--- src/rtl/noc_pkg.sv ---
// Shared NoC definitions: flit-type encodings and default router geometry.
package noc_pkg;

  localparam int NOC_NUM_PORTS = 5;
  localparam int NOC_LEN_W     = 12;
  localparam int NOC_ID_W      = 3;

  typedef logic [NOC_ID_W-1:0] flit_id_t;

  localparam flit_id_t HEADER_ID = 3'b001;
  localparam flit_id_t BODY_ID   = 3'b010;
  localparam flit_id_t TAIL_ID   = 3'b100;

endpackage

--- src/rtl/noc_rr_arbiter_if.sv ---
// Request/grant bundle between the input ports and one output-port arbiter.
interface noc_rr_arbiter_if #(
  parameter int NUM_PORTS = noc_pkg::NOC_NUM_PORTS,
  parameter int LEN_W     = noc_pkg::NOC_LEN_W,
  parameter int ID_W      = noc_pkg::NOC_ID_W
);
  localparam int IDX_W = $clog2(NUM_PORTS);

  logic [NUM_PORTS-1:0]      req;
  logic [NUM_PORTS*ID_W-1:0] flit_id;
  logic [NUM_PORTS*LEN_W-1:0] length;
  logic [NUM_PORTS-1:0]      grant;
  logic                      grant_valid;
  logic [IDX_W-1:0]          grant_idx;
  logic [NUM_PORTS-1:0]      timeout_pulse;

  modport master (
    output req, flit_id, length,
    input  grant, grant_valid, grant_idx, timeout_pulse
  );

  modport slave (
    input  req, flit_id, length,
    output grant, grant_valid, grant_idx, timeout_pulse
  );
endinterface

--- src/rtl/arb_port_timer.sv ---
// Per-port tenure timer: latches the packet length from header flits and
// flags expiry once the port has held the grant for max(limit,1) cycles.
module arb_port_timer
  import noc_pkg::*;
#(
  parameter int              LEN_W     = NOC_LEN_W,
  parameter int              ID_W      = NOC_ID_W,
  parameter logic [ID_W-1:0] HEADER_ID = noc_pkg::HEADER_ID
) (
  input  logic             clk,
  input  logic             rst,
  input  logic [ID_W-1:0]  flit_id,
  input  logic [LEN_W-1:0] length,
  input  logic             run,
  output logic             expired
);

  logic [LEN_W-1:0] count_q, count_d;
  logic [LEN_W-1:0] limit_q, limit_d;
  logic [LEN_W:0]   count_inc;

  always_comb begin
    count_d = run ? count_q + LEN_W'(1) : '0;
    limit_d = (flit_id == HEADER_ID) ? length : limit_q;
  end

  // NOTE: state updates use non-blocking assignments so every register samples
  // pre-edge values and simulation ordering matches the synthesized flops.
  always_ff @(posedge clk) begin
    if (rst) begin
      count_q <= '0;
      limit_q <= '0;
    end else begin
      count_q <= count_d;
      limit_q <= limit_d;
    end
  end

  // One extra bit keeps count+1 from wrapping when limit is all-ones.
  assign count_inc = {1'b0, count_q} + (LEN_W+1)'(1);
  assign expired   = count_inc >= {1'b0, limit_q};

endmodule

--- src/rtl/noc_rr_arbiter.sv ---
// Round-robin output-port arbiter with per-port tenure limits; the registered
// one-hot grant is the arbiter state and drives the crossbar select.
module noc_rr_arbiter
  import noc_pkg::*;
#(
  parameter int              NUM_PORTS = NOC_NUM_PORTS,
  parameter int              LEN_W     = NOC_LEN_W,
  parameter int              ID_W      = NOC_ID_W,
  parameter logic [ID_W-1:0] HEADER_ID = noc_pkg::HEADER_ID
) (
  input  logic             clk,
  input  logic             rst,
  noc_rr_arbiter_if.slave  bus
);

  localparam int IDX_W = $clog2(NUM_PORTS);

  typedef logic [NUM_PORTS-1:0] vec_t;
  typedef logic [IDX_W-1:0]     idx_t;

  vec_t grant_q, grant_d;
  vec_t timeout_q, timeout_d;
  idx_t ptr_q, ptr_d;
  vec_t expired, elig;
  idx_t pick;
  logic found, keep;

  // First eligible port after 'start', wrapping, with 'start' itself last.
  function automatic logic [IDX_W:0] rr_pick(input vec_t e, input idx_t start);
    logic           hit;
    idx_t           sel;
    logic [IDX_W:0] j;
    hit = 1'b0;
    sel = '0;
    for (int off = 1; off <= NUM_PORTS; off++) begin
      j = {1'b0, start} + (IDX_W+1)'(off);
      if (j >= (IDX_W+1)'(NUM_PORTS)) j = j - (IDX_W+1)'(NUM_PORTS);
      if (!hit && e[j[IDX_W-1:0]]) begin
        hit = 1'b1;
        sel = j[IDX_W-1:0];
      end
    end
    return {hit, sel};
  endfunction

  for (genvar p = 0; p < NUM_PORTS; p++) begin : g_timer
    arb_port_timer #(
      .LEN_W     (LEN_W),
      .ID_W      (ID_W),
      .HEADER_ID (HEADER_ID)
    ) u_timer (
      .clk     (clk),
      .rst     (rst),
      .flit_id (bus.flit_id[p*ID_W +: ID_W]),
      .length  (bus.length[p*LEN_W +: LEN_W]),
      .run     (grant_q[p]),
      .expired (expired[p])
    );
  end

  // ptr_q always names the holder while a grant is active, so it doubles as
  // the current index and as the scan origin in both IDLE and HOLD.
  // NOTE: every combinational output gets a default before any branch, so no
  // path leaves it unassigned and no latch is inferred.
  always_comb begin
    elig          = bus.req & ~(grant_q & expired);
    {found, pick} = rr_pick(elig, ptr_q);
    keep          = (|grant_q) && bus.req[ptr_q] && !expired[ptr_q];
    grant_d       = '0;
    ptr_d         = ptr_q;
    if (keep) begin
      grant_d = grant_q;
    end else if (found) begin
      grant_d[pick] = 1'b1;
      ptr_d         = pick;
    end
  end

  always_comb begin
    timeout_d = grant_q & ~grant_d & expired & bus.req;
  end

  // NOTE: reset is synchronous; the pointer restarts at the last port so the
  // first scan after reset begins at port 0.
  always_ff @(posedge clk) begin
    if (rst) begin
      grant_q   <= '0;
      timeout_q <= '0;
      ptr_q     <= idx_t'(NUM_PORTS-1);
    end else begin
      grant_q   <= grant_d;
      timeout_q <= timeout_d;
      ptr_q     <= ptr_d;
    end
  end

  assign bus.grant         = grant_q;
  assign bus.grant_valid   = |grant_q;
  assign bus.grant_idx     = (|grant_q) ? ptr_q : '0;
  assign bus.timeout_pulse = timeout_q;

endmodule
--- src/flat_wrapper.sv ---
// flat-port wrapper written by rule: the top's interface ports become plain ports
module noc_rr_arbiter_flat import noc_pkg::*;
#(
  parameter int              NUM_PORTS = NOC_NUM_PORTS,
  parameter int              LEN_W     = NOC_LEN_W,
  parameter int              ID_W      = NOC_ID_W,
  parameter logic [ID_W-1:0] HEADER_ID = noc_pkg::HEADER_ID
)
  (clk, rst, bus_req, bus_flit_id, bus_length, bus_grant, bus_grant_valid, bus_grant_idx, bus_timeout_pulse);
  noc_rr_arbiter_if #(.NUM_PORTS(NUM_PORTS), .LEN_W(LEN_W), .ID_W(ID_W)) bus_i ();
  input  logic clk;
  input  logic rst;
  input wire logic [$bits(bus_i.req)-1:0] bus_req;
  input wire logic [$bits(bus_i.flit_id)-1:0] bus_flit_id;
  input wire logic [$bits(bus_i.length)-1:0] bus_length;
  output wire logic [$bits(bus_i.grant)-1:0] bus_grant;
  output wire logic [$bits(bus_i.grant_valid)-1:0] bus_grant_valid;
  output wire logic [$bits(bus_i.grant_idx)-1:0] bus_grant_idx;
  output wire logic [$bits(bus_i.timeout_pulse)-1:0] bus_timeout_pulse;
  assign bus_i.req = bus_req;
  assign bus_i.flit_id = bus_flit_id;
  assign bus_i.length = bus_length;
  assign bus_grant = bus_i.grant;
  assign bus_grant_valid = bus_i.grant_valid;
  assign bus_grant_idx = bus_i.grant_idx;
  assign bus_timeout_pulse = bus_i.timeout_pulse;
  noc_rr_arbiter #(.NUM_PORTS(NUM_PORTS), .LEN_W(LEN_W), .ID_W(ID_W), .HEADER_ID(HEADER_ID)) u_core (.clk(clk), .rst(rst), .bus(bus_i));
endmodule
--- config.mk ---
export PLATFORM = sky130hd
export DESIGN_NAME = noc_rr_arbiter_flat
export DESIGN_NICKNAME = d
export VERILOG_FILES = /design/src/rtl/noc_pkg.sv /design/src/rtl/noc_rr_arbiter_if.sv /design/src/rtl/arb_port_timer.sv /design/src/rtl/noc_rr_arbiter.sv /design/src/flat_wrapper.sv
export SDC_FILE = /design/constraint.sdc
export NUM_CORES = 1
export LEC_CHECK = 0
export BUFFER_PORTS_ARGS = -buffer_cell sky130_fd_sc_hd__buf_2
export CAP_MARGIN = 0
export CELL_PAD_IN_SITES_DETAIL_PLACEMENT = 2
export CELL_PAD_IN_SITES_GLOBAL_PLACEMENT = 2
export CORE_ASPECT_RATIO = 0.7
export CORE_MARGIN = 3
export CORE_UTILIZATION = 38
export CTS_CLUSTER_SIZE = 8
export DETAILED_ROUTE_END_ITERATION = 8
export PLACE_DENSITY = 0.83
export SLEW_MARGIN = 20
export SYNTH_ARGS = -nofsm -noshare
export SYNTH_HDL_FRONTEND = slang
export SYNTH_SLANG_ARGS = --single-unit
--- constraint.sdc ---
create_clock -name clk -period 11 [get_ports clk]
set_clock_uncertainty 0.15 [all_clocks]
set_input_delay 1.65 -clock clk [delete_from_list [all_inputs] [get_ports clk]]
set_output_delay 1.65 -clock clk [all_outputs]
set_load 0.03 [all_outputs]
==> flow_summary.yaml <==
cts:
  clk_transition_reported_paths_ns: 0.06
  postCtsSetupBuffers: 0
  tritoncts_clock_tree: "yes"
  tritoncts.num_buffers: 17
  h_tree_depth: 4
  clkLatencyLatePin_ns: 0.45
  ctsResizeCount: 0
  cts.sink_count: 133
  clock-root-buffer: "sky130_fd_sc_hd__clkbuf_16"
  holdBufCountCts: 0
  clk_path_buf_depth: 2
placement:
  dp_hpwl_um: 19300
  post_dp_cell_area_sq_um: 8720
  gp_routability_congestion: 0.883
  numPlacedInstances: 1326
  dp_slack_ns: 5.81
  io_buffer_count: 95
routing:
  detailedRoute.firstIterationViolations: 477
  first_pass_iters: 5
  routedWlPerCell_um: 20.4
  totalWireLength_um: 27700
  drcViolationCount: 0
  routed-via-count: 7473
  drt.antenna.violating_nets: 0
  vias_per_cell: 5.50
global_routing:
  grt-ovfl-total: 0
  grt_util_all_layers_pct: 25.2
  grt_pass1_vias: 8267
  global_route_wire_length_before_repair_um: 45300
  antenna_found_initial: 1
  grt_max_degree: 46
job:
  maxCapViolCount: 0
pwr:
  total_switching_power_mw: 0.788
  intPower_mw: 1.19
  p_per_area_nw_per_um2: 211
  leakagePower_nw: 3.98
  worst_ir_drop_vdd_v: 0.000125
  power.sequential.fraction_pct: 26.7
  power.combinational.fraction_pct: 41.2
  pwr-share-clk_pct: 32.1
  power.total_mw: 1.98
  swShare_pct: 39.8
cells_and_area:
  final_cell_count_no_fill: 1358
  final_nets: 1233
  area_grow_syn2layout_pct: 17.4
  finish.utilization_pct: 46.4
  fillCellCount: 2317
  layout_cells_sized_above_1_pct: 14.8
  final_cell_area_sq_um: 9360
synth:
  yosys_most_used_dff: "sky130_fd_sc_hd__dfxtp_1"
  syn-cell-area_sq_um: 7970
  yosys_register_bits: 133
  ys.warnings.count: 0
  synth_top_area_share_pct: 33.4
  yosys-top-cells-count: "166 x sky130_fd_sc_hd__nor2_1, 133 x sky130_fd_sc_hd__dfxtp_1, 82 x sky130_fd_sc_hd__a21oi_1"
  seq_area_frac_synth_pct: 33.4
  synth_cells: 989
  synth.area.top_cells: "sky130_fd_sc_hd__dfxtp_1 33%, sky130_fd_sc_hd__ha_1 12%, sky130_fd_sc_hd__nor2_1 7.8%"
  synth_enable_flop_cells: 0
  synth_most_common_cell: "sky130_fd_sc_hd__nor2_1"
  mappedNetlistNets: 1147
  yosysUniqueCellTypes: 73
  synthArstFlopShare_pct: 0
  synth.avg_cell_area_sq_um: 8.06
  synth_largest_area_cell: "sky130_fd_sc_hd__dfxtp_1"
floorplan:
  core_sq_um: 20200
  floorplan_die_area_sq_um: 22800
  die_width_um: 179
  chipHeight_um: 127
  placement_rows: 43
  ios: 96
  initial_core_util_pct: 39.5
timing:
  final_hold_viol_count: 0
  grt_setup_unrepaired: "false"
  min_period_ns: 5.53
  totalNegativeSetupSlack_ns: 0
  final.period_utilization_pct: 50.3
  maxClockFrequency_mhz: 181
  setup_slack_ns: 5.47
  max_slew_margin_pct: 28.9
  drv_slew: 0
  timing_worst_slew_pin_value_ns: 1.05
  hold_slack_ns: 0.338
  setup_viol: 0
setup_path:
  worstRegToRegCells: 17
  worstSetupStartpointType: "register"
  worst-path-max-fanout: 5
  critPathSlowestCell: "sky130_fd_sc_hd__a2111oi_0"
  critPathBufInv: 0
  worst-path-stages: 17
  cp.arrival_ns: 5.74
  timing_worst_setup_path_type: "reg2reg"
  cp_slowest_stage_delay_ns: 0.86
  path_delay_family: "compound AO/OA/AOI/OAI gates"
  setup.worst_path.end_class: "register"
  crit_chain: "and4_1 -> and2_1 -> nand3_1 -> or2_2 -> xnor2_1 -> ha_1 -> nand3_1 -> nor2_1 -> a2111oi_0 -> nand2_1 -> a2111oi_0 -> a211oi_1 -> a41oi_1 -> nor2_1 -> o31ai_1 -> o211ai_1 -> a21oi_1"
  required_ns: 11.21
min_path:
  worstHoldPathCells: 1
  worst_min_delay_path_class: "reg2reg"
outcome:
  run_status: "completed"
[worst paths after layout]
path | to | slack, ns | from
hold / removal | u_core.g_timer[2].u_timer.count_q[0]$_SDFF_PP0_ | 0.34 | u_core.g_timer[2].u_timer.count_q[0]$_SDFF_PP0_
setup / recovery | u_core.bus.grant[0]$_SDFF_PP0_ | 5.47 | u_core.g_timer[0].u_timer.count_q[2]$_SDFF_PP0_
hold reg to reg | u_core.g_timer[2].u_timer.count_q[0]$_SDFF_PP0_ | 0.34 | u_core.g_timer[2].u_timer.count_q[0]$_SDFF_PP0_
setup reg to reg | u_core.bus.grant[0]$_SDFF_PP0_ | 5.47 | u_core.g_timer[0].u_timer.count_q[2]$_SDFF_PP0_
[worst reg2reg max path, delay by kind of cell, from the launching register on]
family | cells | cell delay [ns]
compound gates | 7 | 2.93
simple gates | 8 | 1.47
fa+ha+maj | 1 | 0.27
xor+xnor | 1 | 0.20
flops | 1 | 0.42
[area by class of cell]
class | count | area [sq um] | area share, %
clock inverters | 11 | 173 | 1.84
well taps | 270 | 338 | 3.61
diodes | 1 | 2.50 | 0.0267
inverters | 77 | 289 | 3.09
multi-input cells | 740 | 4870 | 52.0
repair buffers | 106 | 558 | 5.96
flip-flops and latches | 133 | 2660 | 28.4
clock buffers | 20 | 467 | 4.99
[logic make-up (layout without fill, tap and decap cells)]
kind of cell | count (synthesis) | count (layout) | share of synthesized area, %
simple gates | 406 | 406 | 25.4
compound gates | 196 | 196 | 16.4
flops | 133 | 133 | 33.4
buf+inv | 116 | 214 | 5.79
fa+ha+maj | 76 | 76 | 12.0
xor+xnor | 54 | 54 | 5.93
mux | 8 | 8 | 1.04
other cells | 0 | 1 | 0
[cell usage in the layout, fill, tap and decap left out, drive strengths merged, types with 5 or more instances in the layout]
cell and count:
nor2 166, dfxtp 133, buf 106, a21oi 84, inv 78, ha 75, nor2b 61, nand3 45
nand2 37, xnor2 31, xor2 23, clkbuf 20, o21ai 18, nor3 13, nand2b 13, a21o 12
a211oi 12, and2 11, nand4 11, and3 10, nor4 9, o21a 8, o211ai 8, nor3b 8
and4 6, mux2i 6, or2 5, o31ai 5, a2111oi 5, clkinv 5
[state kept, by name, summed over array words and instances, names as in the netlist]
register / flops
u_core.g_timer.u_timer.count_q: 60
u_core.g_timer.u_timer.limit_q: 60
u_core.bus.grant: 5
u_core.bus.timeout_pulse: 5
u_core.ptr_q: 3
[power by group through the flow]
stage	clock, mW	combinational, mW	sequential (mW)
floorplan	0	0.563	0.530
CTS	0.644	0.799	0.527
finish	0.635	0.815	0.528
global placement	0	0.748	0.535
global route	0.667	0.896	0.530
detailed placement	0	0.771	0.537
[routing by layer]
layer	global-route usage, %	vias to the layer above	share of wire (%)	wire length (um)
met5	0	-	0	0
met4	5.91	0	1.1	317
met3	5.32	31	4.5	1240
met2	41.6	162	47	12900
met1	33.9	3708	48	13200
li1	-	3572	-	-
(Power assumes the default switching activity.)
